## src/rtl/imem_boot_loader_if.sv

```systemverilog
// Word-stream input and byte-wide instruction-memory write bus for the boot loader.
// The slave modport is the loader side; the master modport is the host/bench side.
interface imem_boot_loader_if #(
  parameter int ADDR_W = 8
);
  logic              start;
  logic              word_valid;
  logic [31:0]       word_data;
  logic              word_last;
  logic              word_ready;
  logic              imem_we;
  logic [ADDR_W-1:0] imem_addr;
  logic [7:0]        imem_wdata;
  logic              core_rst;
  logic              busy;
  logic              done;
  logic              overflow_err;

  modport slave (
    input  start, word_valid, word_data, word_last,
    output word_ready, imem_we, imem_addr, imem_wdata,
           core_rst, busy, done, overflow_err
  );

  modport master (
    output start, word_valid, word_data, word_last,
    input  word_ready, imem_we, imem_addr, imem_wdata,
           core_rst, busy, done, overflow_err
  );
endinterface

```

## src/rtl/imem_boot_loader.sv

```systemverilog
// Boot sequencer: streams 32-bit words into byte-wide instruction memory
// (little-endian, one byte per cycle) and holds the core in reset until done.
module imem_boot_loader #(
  parameter int NUM_WORDS = 64,
  parameter int ADDR_W    = 8
) (
  input  logic               clk,
  input  logic               rst,
  imem_boot_loader_if.slave  bus
);

  localparam int CNT_W = $clog2(NUM_WORDS + 1);

  if ((longint'(1) << ADDR_W) < 4 * longint'(NUM_WORDS)) begin : g_addr_check
    $error("imem_boot_loader: ADDR_W too small for NUM_WORDS");
  end

  typedef enum logic [2:0] {
    IDLE,
    ACCEPT,
    WRITE,
    RELEASE,
    RUN
  } state_t;

  state_t            state_q;
  logic [CNT_W-1:0]  word_cnt_q;
  logic [1:0]        byte_idx_q;
  logic [31:0]       held_word_q;
  logic              held_last_q;

  logic              word_ready_q;
  logic              imem_we_q;
  logic [ADDR_W-1:0] imem_addr_q;
  logic [7:0]        imem_wdata_q;
  logic              core_rst_q;
  logic              busy_q;
  logic              done_q;
  logic              overflow_q;

  logic [CNT_W-1:0]  word_cnt_d;
  logic [1:0]        byte_idx_d;
  logic [ADDR_W-1:0] word_base;
  logic              at_capacity;

  always_comb begin
    word_cnt_d  = word_cnt_q + CNT_W'(1);
    byte_idx_d  = byte_idx_q + 2'd1;
    word_base   = ADDR_W'({word_cnt_q, 2'b00});
    at_capacity = (word_cnt_d == CNT_W'(NUM_WORDS));
  end

  always_ff @(posedge clk or negedge rst) begin
    if (!rst) begin
      state_q      <= IDLE;
      word_cnt_q   <= '0;
      byte_idx_q   <= '0;
      held_word_q  <= '0;
      held_last_q  <= 1'b0;
      word_ready_q <= 1'b0;
      imem_we_q    <= 1'b0;
      imem_addr_q  <= '0;
      imem_wdata_q <= '0;
      core_rst_q   <= 1'b0;
      busy_q       <= 1'b0;
      done_q       <= 1'b0;
      overflow_q   <= 1'b0;
    end else begin
      unique case (state_q)
        IDLE: begin
          if (bus.start) begin
            state_q      <= ACCEPT;
            word_cnt_q   <= '0;
            done_q       <= 1'b0;
            overflow_q   <= 1'b0;
            word_ready_q <= 1'b1;
            busy_q       <= 1'b1;
          end
        end

        ACCEPT: begin
          if (bus.word_valid) begin
            held_word_q  <= bus.word_data;
            held_last_q  <= bus.word_last;
            byte_idx_q   <= '0;
            word_ready_q <= 1'b0;
            imem_we_q    <= 1'b1;
            imem_addr_q  <= word_base;
            imem_wdata_q <= bus.word_data[7:0];
            state_q      <= WRITE;
          end
        end

        WRITE: begin
          if (byte_idx_q == 2'd3) begin
            word_cnt_q <= word_cnt_d;
            imem_we_q  <= 1'b0;
            if (held_last_q || at_capacity) begin
              if (!held_last_q) begin
                overflow_q <= 1'b1;
              end
              state_q <= RELEASE;
            end else begin
              word_ready_q <= 1'b1;
              state_q      <= ACCEPT;
            end
          end else begin
            // Incrementing the truncated address equals word_cnt*4+byte_idx mod 2^ADDR_W.
            byte_idx_q   <= byte_idx_d;
            imem_addr_q  <= imem_addr_q + ADDR_W'(1);
            imem_wdata_q <= held_word_q[{byte_idx_d, 3'b000} +: 8];
          end
        end

        RELEASE: begin
          state_q    <= RUN;
          core_rst_q <= 1'b1;
          done_q     <= 1'b1;
          busy_q     <= 1'b0;
        end

        RUN: begin
          if (bus.start) begin
            state_q      <= ACCEPT;
            core_rst_q   <= 1'b0;
            done_q       <= 1'b0;
            word_cnt_q   <= '0;
            overflow_q   <= 1'b0;
            word_ready_q <= 1'b1;
            busy_q       <= 1'b1;
          end
        end

        default: begin
          state_q <= IDLE;
        end
      endcase
    end
  end

  assign bus.word_ready   = word_ready_q;
  assign bus.imem_we      = imem_we_q;
  assign bus.imem_addr    = imem_addr_q;
  assign bus.imem_wdata   = imem_wdata_q;
  assign bus.core_rst     = core_rst_q;
  assign bus.busy         = busy_q;
  assign bus.done         = done_q;
  assign bus.overflow_err = overflow_q;

endmodule

```

## src/flat_wrapper.sv

```systemverilog
// flat-port wrapper written by rule: the top's interface ports become plain ports
module imem_boot_loader_flat 
#(
  parameter int NUM_WORDS = 64,
  parameter int ADDR_W    = 8
)
  (clk, rst, bus_start, bus_word_valid, bus_word_data, bus_word_last, bus_word_ready, bus_imem_we, bus_imem_addr, bus_imem_wdata, bus_core_rst, bus_busy, bus_done, bus_overflow_err);
  imem_boot_loader_if #(.ADDR_W(ADDR_W)) bus_i ();
  input  logic clk;
  input  logic rst;
  input wire logic [$bits(bus_i.start)-1:0] bus_start;
  input wire logic [$bits(bus_i.word_valid)-1:0] bus_word_valid;
  input wire logic [$bits(bus_i.word_data)-1:0] bus_word_data;
  input wire logic [$bits(bus_i.word_last)-1:0] bus_word_last;
  output wire logic [$bits(bus_i.word_ready)-1:0] bus_word_ready;
  output wire logic [$bits(bus_i.imem_we)-1:0] bus_imem_we;
  output wire logic [$bits(bus_i.imem_addr)-1:0] bus_imem_addr;
  output wire logic [$bits(bus_i.imem_wdata)-1:0] bus_imem_wdata;
  output wire logic [$bits(bus_i.core_rst)-1:0] bus_core_rst;
  output wire logic [$bits(bus_i.busy)-1:0] bus_busy;
  output wire logic [$bits(bus_i.done)-1:0] bus_done;
  output wire logic [$bits(bus_i.overflow_err)-1:0] bus_overflow_err;
  assign bus_i.start = bus_start;
  assign bus_i.word_valid = bus_word_valid;
  assign bus_i.word_data = bus_word_data;
  assign bus_i.word_last = bus_word_last;
  assign bus_word_ready = bus_i.word_ready;
  assign bus_imem_we = bus_i.imem_we;
  assign bus_imem_addr = bus_i.imem_addr;
  assign bus_imem_wdata = bus_i.imem_wdata;
  assign bus_core_rst = bus_i.core_rst;
  assign bus_busy = bus_i.busy;
  assign bus_done = bus_i.done;
  assign bus_overflow_err = bus_i.overflow_err;
  imem_boot_loader #(.NUM_WORDS(NUM_WORDS), .ADDR_W(ADDR_W)) u_core (.clk(clk), .rst(rst), .bus(bus_i));
endmodule
```

## config.mk

```make
export PLATFORM = sky130hd
export DESIGN_NAME = imem_boot_loader_flat
export DESIGN_NICKNAME = d
export VERILOG_FILES = /design/src/rtl/imem_boot_loader_if.sv /design/src/rtl/imem_boot_loader.sv /design/src/flat_wrapper.sv
export SDC_FILE = /design/constraint.sdc
export NUM_CORES = 1
export LEC_CHECK = 0
export BUFFER_PORTS_ARGS = -buffer_cell sky130_fd_sc_hd__buf_2
export CAP_MARGIN = 20
export CORE_MARGIN = 5
export CORE_UTILIZATION = 60
export CTS_CLUSTER_SIZE = 8
export DETAILED_ROUTE_END_ITERATION = 6
export GPL_TIMING_DRIVEN = 1
export PLACE_DENSITY = 0.85
export SYNTH_ARGS = -nofsm -noshare
export SYNTH_HDL_FRONTEND = slang
export SYNTH_SLANG_ARGS = --single-unit
```

## constraint.sdc

```tcl
create_clock -name clk -period 2.7 [get_ports clk]
set_input_delay 0 -clock clk [delete_from_list [all_inputs] [get_ports clk]]
set_output_delay 0 -clock clk [all_outputs]
set_load 0.05 [all_outputs]
```

## Yosys cells after proc, flatten, opt, wreduce, memory -nomap -nowiden

Cells that the tools add are included.

| storage, ports and cells | value |
|---|---|
| bits in registers | 67 |
| latch bits | 0 |
| memory bits (writable) | 0 |
| ROM bits | 0 |
| input bits | 37 |
| logic and storage cells | 81 |
| memories kept | 0 |

| operators by class | value |
|---|---|
| add/subtract/negate cells | 3 |
| multipliers | 0 |
| div/mod/pow operators | 0 |
| order comparisons | 0 |
| eq/ne operators | 14 |
| shift-type cells | 1 |
| multiplexer cells | 33 |
| bitwise gates (word level) | 0 |
| reductions and logical operators | 17 |

Operators with widths:

| cell | number |
|---|---|
| two-way mux 8 bit | 4 |
| case mux 8 bit (2 select lines) | 2 |
| variable part select 32 x 6 -> 8 bit | 1 |
| two-way mux 7 bit | 2 |
| case mux 7 bit (2 select lines) | 1 |
| case mux 3 bit (4 select lines) | 1 |
| AND reduction 3 bit | 4 |
| two-way mux 1 bit | 10 |
| inequality test 2 bit (second input constant) | 5 |
| case mux 1 bit (2 select lines) | 5 |
| AND reduction 5 bit | 2 |
| two-way mux 3 bit | 3 |
| adder 8 x 1 -> 8 bit (second input constant) | 1 |
| nonzero test 2 bit | 4 |
| adder 7 x 1 -> 7 bit (second input constant) | 1 |
| equality test 7 bit (second input constant) | 1 |
| equality test 3 x 2 -> 1 bit (second input constant) | 2 |
| two-way mux 2 bit | 3 |
| inequality test 2 x 1 -> 1 bit (second input constant) | 3 |
| AND reduction 2 bit | 3 |
| case mux 2 bit (2 select lines) | 1 |
| equality test 3 x 1 -> 1 bit (second input constant) | 1 |
| equality test 3 bit (second input constant) | 1 |
| logical NOT 3 bit | 1 |
| other kinds (6) | 6 |

## Logic depth before layout (Yosys ltp)

Gate-level depths: netlist (run 1).

| depth | value |
|---|---|
| depth in word-level cells | 6 |
| mapped depth | 6 |
| gate-level depth less buffers | 5 |

## Worst setup path before layout (run 1)

Ideal clock, no wire load.

| timing path | value |
|---|---|
| path kind | reg-to-reg |
| start point | reg u_core.word_cnt_q[2] |
| end point | reg u_core.word_ready_q (netlist: u_core.bus.word_ready) |
| setup time | 0.118 ns |
| arrival | 1.654 ns |
| required time | 2.582 ns |
| path slack | 0.928 ns |
| stages on the path, launching flop included | 6 |
| path buffers | 1 |
| cells stage by stage | dfrtp_1 > buf_6 > or3b_1 > a211o_1 > a221o_1 > a21o_1 |

| on the way | value |
|---|---|
| cells in the longest elaborated chain, start to end | 5 |

RTL lines:

| element | line | RTL |
|---|---|---|
| from (decl) | imem_boot_loader.sv:27 | `logic [CNT_W-1:0] word_cnt_q;` |
| from (signal assigned) | imem_boot_loader.sv:96 | `word_cnt_q <= word_cnt_d;` |
| adder 7 x 1 -> 7 bit | imem_boot_loader.sv:47 | `word_cnt_d = word_cnt_q + CNT_W'(1);` |
| equality test 7 bit | imem_boot_loader.sv:50 | `at_capacity = (word_cnt_d == CNT_W'(NUM_WORDS));` |
| logical OR 1 bit | imem_boot_loader.sv:98 | `if (held_last_q \|\| at_capacity) begin` |
| inequality test 2 bit (no line) | - |  |
| AND reduction 5 bit (no line) | - |  |
| to (signal assigned) | imem_boot_loader.sv:60 | `word_ready_q <= 1'b0;` |
| to (signal assigned) | imem_boot_loader.sv:76 | `word_ready_q <= 1'b1;` |
| to (signal assigned) | imem_boot_loader.sv:104 | `word_ready_q <= 1'b1;` |
| to (decl) | imem_boot_loader.sv:32 | `logic word_ready_q;` |

Every way passes these cells.
A chain may end at the register's enable or synchronous reset.

## Final worst setup path (run 1)

| timing path | value |
|---|---|
| start point | reg u_core.state_q[0] |
| end point | reg u_core.imem_addr_q[6] (netlist: u_core.bus.imem_addr[6]) |

| on the way | value |
|---|---|
| cells in the longest elaborated chain, start to end | 3 |
| elaborated cells on any way between the ends | 7 |
| those cells by class | eq/ne: 4; mux: 1; reduce/logical: 2 |

RTL lines:

| element | line | RTL |
|---|---|---|
| from (decl) | imem_boot_loader.sv:26 | `state_t state_q;` |
| from (signal assigned) | imem_boot_loader.sv:55 | `state_q <= IDLE;` |
| from (signal assigned) | imem_boot_loader.sv:72 | `state_q <= ACCEPT;` |
| from (signal assigned) | imem_boot_loader.sv:90 | `state_q <= WRITE;` |
| equality test 3 x 2 -> 1 bit / equality test 3 x 1 -> 1 bit (equally long branches) | imem_boot_loader.sv:69 | `unique case (state_q)` |
| inequality test 2 bit (no line) / nonzero test 2 bit (equally long branches) | - |  |
| AND reduction 3 bit (no line) | - |  |
| to (signal assigned) | imem_boot_loader.sv:88 | `imem_addr_q <= word_base;` |
| to (signal assigned) | imem_boot_loader.sv:110 | `imem_addr_q <= imem_addr_q + ADDR_W'(1);` |
| to (decl) | imem_boot_loader.sv:34 | `logic [ADDR_W-1:0] imem_addr_q;` |

Several ways; a longest one is shown, not always the timed one.

==> impl_metrics.tcl, run 1 <==
set metrics [dict create \
    rows 26 \
    regArea_sq_um 1677 \
    reg2reg_slack_ns 0.62 \
    cp_max_fo 36 \
    final_common_cell "dfrtp_1" \
    dieWidth_microns 83.20 \
    cp.depth 5 \
    drt-pass1-iter-count 4 \
    synth_nets 316 \
    synth_top_family_by_area "multiplexers" \
    n_antenna_cell 0 \
    postSynthAreaPerCell_sq_um 11.65 \
    fin_crit_ns 2.079 \
    synthCells 276 \
    grt_use_total_pct 25.57 \
    ys_ff_latch 67 \
    p_comb_share_pct 44.9 \
    cp_cell_sequence "nor4bb_4 > buf_4 > o21ai_0 > mux2i_1 > a22oi_1" \
    cts_buffers 9 \
    ir_drop_mv 0.8429 \
    grt_start_max_net_pins 37 \
    worstHoldPathType "input pin to async pin" \
    drive_gt1_share_pct 33.07 \
    portBuffers 58 \
    maxCapViolations 0 \
    start_kind "register" \
    ys_warn_count 0 \
    synthToLayoutAreaGrowth_pct 28.49 \
    synthDistinctLibCells 44 \
    required_ns 2.89 \
    fill_cells 335 \
    p_per_area_nw_per_um2 1169 \
    critPathKind "register to register" \
    worstMarginPinSlew_ns 0.6099 \
    slew_headroom_pct 59.34 \
    reg2reg_depth 5 \
    seqPwrFrac_pct 37.7 \
    regToRegStartpoint "u_core.state_q[0]$_DFFE_PN0P_" \
    htreeDepth 3 \
    p_leak_uw 0.001806 \
    yosysSeqAreaShare_pct 52.16 \
    fmax_mhz 481.1 \
    netlist_area_sq_um 3214 \
    ys_dominant_reg_cell "dfrtp_1" \
    gp_congestion 0.9009 \
    status "complete, no violations" \
    cp-startpoint "u_core.state_q[0]$_DFFE_PN0P_" \
    reg2reg_to "u_core.bus.imem_addr[6]$_DFFE_PN0P_" \
    hold_viol 0 \
    setup_viol_count_final 0 \
    slowest_stage "dfrtp_1" \
    cts_buffer_depth 2 \
    path_clk_slew_ns 0.07 \
    multi_input_area_sq_um 1466 \
    intPower_uw 2774 \
    crit_buf_inv 1 \
    fin_tns_setup_ns 0 \
    clk_latency_ns 0.35 \
    yosys.area_share.simple_pct 11.44 \
    antenna_found_initial 0 \
    vias 2579 \
    fin_nets 410 \
    crit_family "flip-flops" \
    cp-end-kind "register" \
    synth_mux_area_share_pct 20.28 \
    drc 0 \
    synthAdderAreaFrac_pct 1.168 \
    swShare_pct 42.57 \
    wirelength_mm 8.398 \
    grt_pass1_vias 2843 \
    vias_per_cell 5.796 \
    cts_tree "built" \
    clockRootBuffer "clkbuf_8" \
    cts.sinks 67 \
    p_switching_uw 2056 \
    fin_crit_sh_pct 76.98 \
    skew_ns 0.01352 \
    chipHeight_microns 83.20 \
    final_cell_mix "dfrtp_1, buf_2, dlygate4sd3_1" \
    ios 59 \
    rsz0062_at_grt "false" \
    ant_nets 0 \
    drt_iter0_drc 208 \
    final_core_util_pct 80.36 \
    synth-compound-area-share_pct 11.56 \
    die_area_sq_um 6921 \
    crit_end "u_core.bus.imem_addr[6]$_DFFE_PN0P_" \
    drv_slew 0 \
    cpPeakStageDelay_ns 0.61 \
    async_flop_share_pct 100.0 \
    clkPwrFrac_pct 17.4 \
    start_util_pct 62.54 \
    cp_data_arrival_time_ns 2.27 \
    grt_overflow 0 \
    synth_edf_count 0 \
    routedWlPerCell_microns 18.87 \
    grt_first_pass_wirelength_mm 14.06 \
    synthXorXnorAreaFrac_pct 0.5450 \
    dp_hpwl_mm 4.929 \
    core_sq_um 5140 \
]
## Yosys cell counts, drive strengths merged (2+ instances only)
| master | number | share of area (%) |
|---|---|---|
| dfrtp | 67 | 52 |
| mux2 | 33 | 12 |
| o21ai | 31 | 4.8 |
| nand2 | 28 | 3.3 |
| a21oi | 12 | 1.9 |
| mux2i | 10 | 3.1 |
| buf | 9 | 1.6 |
| clkbuf | 8 | 0.93 |
| mux4 | 8 | 5.6 |
| nand3 | 8 | 1.2 |
| nand2b | 7 | 1.4 |
| nor2 | 7 | 0.82 |
| nor2b | 4 | 0.78 |
| o31ai | 4 | 0.93 |
| a21o | 3 | 0.70 |
| ha | 3 | 1.2 |
| inv | 3 | 0.35 |
| nor3b | 3 | 0.70 |
| a22oi | 2 | 0.47 |
| a2bb2oi | 2 | 0.55 |
| and3 | 2 | 0.39 |
| nand4 | 2 | 0.39 |
| nor3 | 2 | 0.31 |
## how the worst min path moves through the flow
stage                                          to  startpoint  slack (ns)
2_1_floorplan         u_core.bus.busy$_DFFE_PN0P_         rst       -0.30
3_3_place_gp      u_core.bus.core_rst$_DFFE_PN0P_         rst        0.03
3_5_place_dp          u_core.bus.done$_DFFE_PN0P_         rst        0.04
4_1_cts        u_core.held_word_q[25]$_DFFE_PN0P_         rst        0.21
5_1_grt        u_core.held_word_q[15]$_DFFE_PN0P_         rst        0.25
6_report              u_core.bus.done$_DFFE_PN0P_         rst        0.20
## final cells by class
cell class	count	area share, %
sequential	67	40.59
multi-input combinational	189	35.50
timing repair buffer	100	16.84
clock buffer	10	3.090
tap	70	2.121
clock inverter	6	1.575
inverter	3	0.2726
## what timing repair did
item                                   CTS  global route
resized for setup                        0             0
endpoints found under the hold margin   66             0
buffers inserted                         0             0
hold buffers                            36             0
## sequential cells by signal, summed over array words and instances, names as in the netlist
register	flops
u_core.bus.overflow_err	1
u_core.bus.word_ready	1
u_core.held_word_q	32
u_core.bus.imem_addr	8
u_core.bus.core_rst	1
u_core.bus.done	1
u_core.bus.busy	1
u_core.bus.imem_we	1
u_core.held_last_q	1
u_core.bus.imem_wdata	8
u_core.state_q	3
u_core.byte_idx_q	2
u_core.word_cnt_q	7
## power by group through the flow
stage / Sequential, uW / Combinational (uW) / Clock (uW)
floorplan: 2180 / 1170 / 0
global placement: 1770 / 2010 / 0
detailed placement: 1820 / 2080 / 0
CTS: 1800 / 2130 / 831
global route: 1860 / 2330 / 897
finish: 1820 / 2170 / 840
## kinds of logic (layout without fill, tap and decap cells)
kind of cell	after synthesis	count (layout)
flip-flops	67	67
AO/OA/AOI/OAI	62	62
AND/OR/NAND/NOR	71	71
XOR/XNOR	2	2
multiplexers	51	51
adder cells (fa/ha/maj)	3	3
buffers and inverters	20	119
## layer usage
metal | track usage, % | wire length [microns] | share of wire (%) | up-vias
met5 | 0 | 0 | 0 | -
met4 | 10.55 | 275 | 3.3 | 0
met3 | 6.337 | 475 | 5.7 | 25
met2 | 45.19 | 4479 | 53 | 94
met1 | 29.51 | 3167 | 38 | 1268
li1 | - | - | - | 1192
## per-stage QoR
| step | std cells | power (uW) | cell area (sq um) | setup slack, ns | hold WS [ns] |
|---|---|---|---|---|---|
| 2_1_floorplan | 276 | 3352 | 3214 | 0.9275 | -0.2956 |
| 3_3_place_gp | 393 | 3781 | 3577 | 0.8321 | 0.03172 |
| 3_5_place_dp | 393 | 3898 | 3577 | 0.7576 | 0.04047 |
| 4_1_cts | 445 | 4757 | 4130 | 0.6905 | 0.2079 |
| 5_1_grt | 445 | 5084 | 4130 | 0.5169 | 0.2480 |
| 6_report | 445 | 4830 | 4130 | 0.6215 | 0.2022 |
No activity file was read; power rests on OpenSTA's default activity.
==> run 2: changes to the inputs <==
Settings changed: CORE_UTILIZATION 60 to 50, PLACE_DENSITY 0.85 to 0.76.
Clock period 2.7 ns to 1.8 ns, I/O delays scaled along.
==> run 2 against run 1 <==
  * Fmax rose by 19%
  * Worst hold slack lost 0.021 ns
  * Cell area rose by 2.6%
  * Sequential share of layout area down 1.0 points
  * Via count is 0.70% lower
  * Clock-buffer cell count down 1
  * Non-clock buffer count grew 8
  * Routed wire length fell by 6.2%
  * Clock power is 55% higher
  * Critical endpoint is now u_core.bus.word_ready$_DFFE_PN0P_
==> impl_metrics.tcl, run 2 (synthesis results as in run 1) <==
set metrics [dict create \
    vias_per_cell 5.567 \
    status "complete, no violations" \
    grt_pass1_vias 2700 \
    gp_congestion 0.7854 \
    fill_cells 472 \
    synthToLayoutAreaGrowth_pct 31.88 \
    cts_buffer_depth 2 \
    crit_family "compound AO/OA/AOI/OAI gates" \
    cpPeakStageDelay_ns 0.41 \
    dr_wl_met2_mm 4.083 \
    hold_viol 0 \
    worstHoldPathType "input pin to async pin" \
    dr_wl_met3_microns 415 \
    ant_nets 0 \
    drt-pass1-iter-count 4 \
    start_kind "register" \
    largest_reg_flops 32 \
    cp-end-kind "register" \
    final_common_cell "dfrtp_1" \
    fin_tns_setup_ns 0 \
    fin_crit_ns 1.753 \
    cts.sinks 67 \
    highest_layer "met4" \
    p_per_area_nw_per_um2 1729 \
    setup_viol_count_final 0 \
    p_leak_uw 0.001858 \
    fin_total_pwr_uw 7328 \
    grt_start_max_net_pins 45 \
    critPathKind "register to register" \
    worstMarginPinSlew_ns 0.5830 \
    dp_hpwl_mm 4.832 \
    core_sq_um 6314 \
    dieWidth_microns 90.18 \
    die_area_sq_um 8132 \
    routedWlPerCell_microns 17.13 \
    wirelength_mm 7.880 \
    slew_headroom_pct 61.14 \
    ios 59 \
    fin_nets 418 \
    final_core_util_pct 67.14 \
    grt_use_total_pct 20.42 \
    drt_iter0_drc 178 \
    chipHeight_microns 90.18 \
    maxCapViolations 0 \
    fin_crit_sh_pct 97.37 \
    htreeDepth 3 \
    final_cell_mix "dfrtp_1, buf_2, dlygate4sd3_1" \
    drc 0 \
    start_util_pct 50.91 \
    n_antenna_cell 0 \
    rows 29 \
    cts_buffers 9 \
    grt_overflow 0 \
    clk_latency_ns 0.35 \
    required_ns 2.04 \
    cp_max_fo 5 \
    cp_data_arrival_time_ns 1.99 \
    clockRootBuffer "clkbuf_8" \
    skew_ns 0.01357 \
    slowest_stage "dfrtp_1" \
    rsz0062_at_grt "false" \
    crit_buf_inv 0 \
    drive_gt1_share_pct 34.99 \
    ir_drop_mv 1.049 \
    cts_tree "built" \
    grt_first_pass_wirelength_mm 13.23 \
    path_clk_slew_ns 0.08 \
    cp_cell_sequence "or3b_1 > a211o_1 > a221o_1 > a21o_1" \
    met1_length_mm 3.234 \
    portBuffers 58 \
    vias 2561 \
    top_register "u_core.held_word_q" \
    antenna_found_initial 0 \
    drv_slew 0 \
    fmax_mhz 570.5 \
]
==> run 2: final timing paths <==
| check | endpoint | from | depth (start not counted) | slack, ns |
|---|---|---|---|---|
| setup reg to reg | u_core.bus.word_ready$_DFFE_PN0P_ | u_core.word_cnt_q[6]$_DFFE_PN0P_ | 4 | 0.05 |
| hold / removal | u_core.word_cnt_q[2]$_DFFE_PN0P_ | rst | 2 | 0.18 |
| hold reg to reg | u_core.bus.imem_we$_DFFE_PN0P_ | u_core.bus.imem_we$_DFFE_PN0P_ | 1 | 0.47 |
| min in group clk | u_core.held_word_q[14]$_DFFE_PN0P_ | bus_word_data[14] | 3 | 0.41 |
| max in group asynchronous | u_core.bus.imem_wdata[2]$_DFFE_PN0P_ | rst | 3 | 0.99 |
| setup / recovery | u_core.bus.word_ready$_DFFE_PN0P_ | u_core.word_cnt_q[6]$_DFFE_PN0P_ | 4 | 0.05 |
==> run 2: area by class of cell <==
cell class,count,area [sq um],area share (%)
clock buffer,9,123.9,2.922
clock inverter,7,81.33,1.919
inverter,3,11.26,0.2656
multi-input combinational,189,1469,34.65
sequential,67,1677,39.55
tap,77,96.34,2.273
timing repair buffer,108,780.7,18.42
==> run 2: layer usage <==
metal	GRT usage [%]	vias up
met5	0	-
met4	8.561	0
met2	34.70	68
met1	24.16	1270
met3	5.843	14
li1	-	1209
==> run 2: where the power goes <==
group	leakage (uW)	total (uW)	switching [uW]	internal, uW
sequential	0.000818	2650	485	2170
combinational	0.000939	3370	1930	1440
clock	0.000101	1300	641	661
==> run 2: timing repair <==
item / 4_1_cts / 5_1_grt
buffers inserted: 0 / 0
hold buffers: 36 / 0
resized for setup: 0 / 1
setup endpoints to repair: 0 / 1
endpoints found under the hold margin: 66 / 0
==> run 2: through the flow <==
stage | instance area, sq um | worst slack (ns) | hold slack, ns | std cells
6_report | 4239 | 0.04728 | 0.1815 | 460
5_1_grt | 4239 | 0.007121 | 0.2379 | 460
4_1_cts | 4237 | 0.05639 | 0.1916 | 460
3_5_place_dp | 3671 | 0.06538 | 0.02722 | 408
3_3_place_gp | 3671 | 0.1185 | 0.02654 | 408
2_1_floorplan | 3214 | 0.02750 | -0.2956 | 276
==> run 3: changes to the inputs <==
Settings changed: CORE_UTILIZATION 50 to 46, CTS_BUF_LIST set to sky130_fd_sc_hd__clkbuf_4 sky130_fd_sc_hd__clkbuf_8 sky130_fd_sc_hd__clkbuf_16, PLACE_DENSITY 0.76 to 0.71, SLEW_MARGIN set to 20.
==> run 3 against run 2 <==
  * Worst hold slack lost 0.0011 ns
  * Non-clock buffer count is the same
  * Register-to-register slack is essentially flat
  * Clock skew shrank 0.0061 ns
  * Clock power increased by 20%
  * Sequential cell count unchanged
  * Power increased by 2.2%
  * Routed wire length decreased by 6.3%
==> impl_metrics.tcl, run 3 (synthesis results as in run 1) <==
set metrics [dict create \
    clockRootBuffer "clkbuf_8" \
    clk_latency_ns 0.34 \
    fin_crit_ns 1.739 \
    top_register "u_core.held_word_q" \
    chipHeight_microns 93.59 \
    synthToLayoutAreaGrowth_pct 34.33 \
    vias_per_cell 5.175 \
    p_per_area_nw_per_um2 1734 \
    crit_buf_inv 0 \
    gp_congestion 0.7877 \
    setup_viol_count_final 0 \
    vias 2479 \
    dp.cells 427 \
    worstHoldPathType "input pin to async pin" \
    cts.sinks 67 \
    regArea_sq_um 1677 \
    start_util_pct 47.31 \
    die_area_sq_um 8759 \
    worstMarginPinSlew_ns 0.5629 \
    slew_headroom_pct 62.47 \
    drv_slew 0 \
    critPathKind "register to register" \
    path_clk_slew_ns 0.08 \
    final_common_cell "dfrtp_1" \
    n_antenna_cell 0 \
    fin_crit_sh_pct 96.64 \
    drt-pass1-iter-count 4 \
    multi_input_area_sq_um 1480 \
    routedWlPerCell_microns 15.41 \
    drc 0 \
    required_ns 2.04 \
    hold_viol 0 \
    drt_iter0_drc 178 \
    htreeDepth 3 \
    portBuffers 58 \
    ir_drop_mv 0.9732 \
    maxCapViolations 0 \
    status "complete, no violations" \
    dp_hpwl_mm 4.889 \
    core_sq_um 6794 \
    grt_use_total_pct 18.41 \
    cp-end-kind "register" \
    largest_reg_flops 32 \
    cts_buffers 9 \
    antenna_found_initial 0 \
    final_cell_area_sq_um 4318 \
    fin_nets 418 \
    rows 30 \
    grt_first_pass_wirelength_mm 12.44 \
    cts_buffer_depth 2 \
    cpPeakStageDelay_ns 0.40 \
    wirelength_mm 7.383 \
    p_leak_uw 0.001888 \
    fin_cells 479 \
    grt_overflow 0 \
    ant_nets 0 \
    placed_cell_area_sq_um 3695 \
    skew_ns 0.007435 \
    grt_pass1_vias 2537 \
    fill_cells 512 \
    fmax_mhz 574.9 \
    slowest_stage "dfrtp_1" \
    crit_family "compound AO/OA/AOI/OAI gates" \
    rsz0062_at_grt "false" \
    grt_start_max_net_pins 46 \
    dieWidth_microns 93.59 \
    ios 59 \
    cts_tree "built" \
    drive_gt1_share_pct 35.51 \
    cp_cell_sequence "or3b_1 > a211o_1 > a221o_1 > a21o_1" \
    cp_max_fo 5 \
    start_kind "register" \
    postCtsSetupRepairBufs 0 \
    fin_tns_setup_ns 0 \
    cp_data_arrival_time_ns 1.98 \
    final_cell_mix "dfrtp_1, buf_2, dlygate4sd3_1" \
]
-- run 3: changes by cell type in the layout (fill, tap and decap cells not counted) --
cell        delta
inv_6          -3
bufinv_16      +2
clkinv_4       +2
clkinvlp_4     -1
ha_1           +1
ha_2           -1
nand4bb_1      -1
nand4bb_2      +1
nor3b_1        -1
nor3b_2        +1
o21bai_1       -1
o21bai_2       +1
-- run 3: final cells by class --
cell class	count	share of cell area, %
Sequential cell	67	38.83
Multi-Input combinational cell	189	34.28
Timing Repair Buffer	108	18.08
Clock inverter	7	2.898
Clock buffer	9	2.869
Tap cell	96	2.782
Inverter	3	0.2608
-- run 3: stage by stage --
stage                     utilization [%]  hold slack [ns]  total power, uW  worst slack (ns)
after CTS                           63.35           0.1882             7524           0.06343
after detailed placement            54.38          0.02334             5900           0.07267
after global routing                63.55           0.2126             7975          0.004440
after floorplan                         -          -0.2956             5027           0.02750
after global placement              54.38          0.01394             5801            0.1118
final                               63.55           0.1804             7489           0.06056
-- run 3: layer usage --
metal | part of all wire [%] | routed length (microns) | global-route usage, % | up-vias
met2 | 50 | 3678 | 30.14 | 54
met3 | 4.7 | 350 | 5.149 | 8
met4 | 1.2 | 89 | 6.017 | 0
met5 | 0 | 0 | 0 | -
met1 | 44 | 3265 | 23.66 | 1203
li1 | - | - | - | 1214
-- run 3: power by group --
| group | leakage, uW | switching [uW] | internal (uW) |
|---|---|---|---|
| combinational | 0.000947 | 1870 | 1440 |
| clock | 0.000124 | 632 | 932 |
| sequential | 0.000818 | 457 | 2170 |
-- run 3: worst paths after layout --
kind                                             startpoint  cells past startpoint                             endpoint  slack, ns
max                        u_core.word_cnt_q[6]$_DFFE_PN0P_                      4    u_core.bus.word_ready$_DFFE_PN0P_       0.06
max in group asynchronous                               rst                      3    u_core.held_word_q[2]$_DFFE_PN0P_       0.98
max reg2reg                u_core.word_cnt_q[6]$_DFFE_PN0P_                      4    u_core.bus.word_ready$_DFFE_PN0P_       0.06
min in group clk                          bus_word_data[14]                      3   u_core.held_word_q[14]$_DFFE_PN0P_       0.42
min reg2reg                  u_core.bus.imem_we$_DFFE_PN0P_                      1       u_core.bus.imem_we$_DFFE_PN0P_       0.48
min                                                     rst                      2  u_core.bus.overflow_err$_DFFE_PN0P_       0.18
-- run 3: repair_timing --
item,in CTS,in global routing
setup endpoints to repair,0,3
hold buffers,36,0
hold endpoints to repair,64,0
resized for setup,0,3
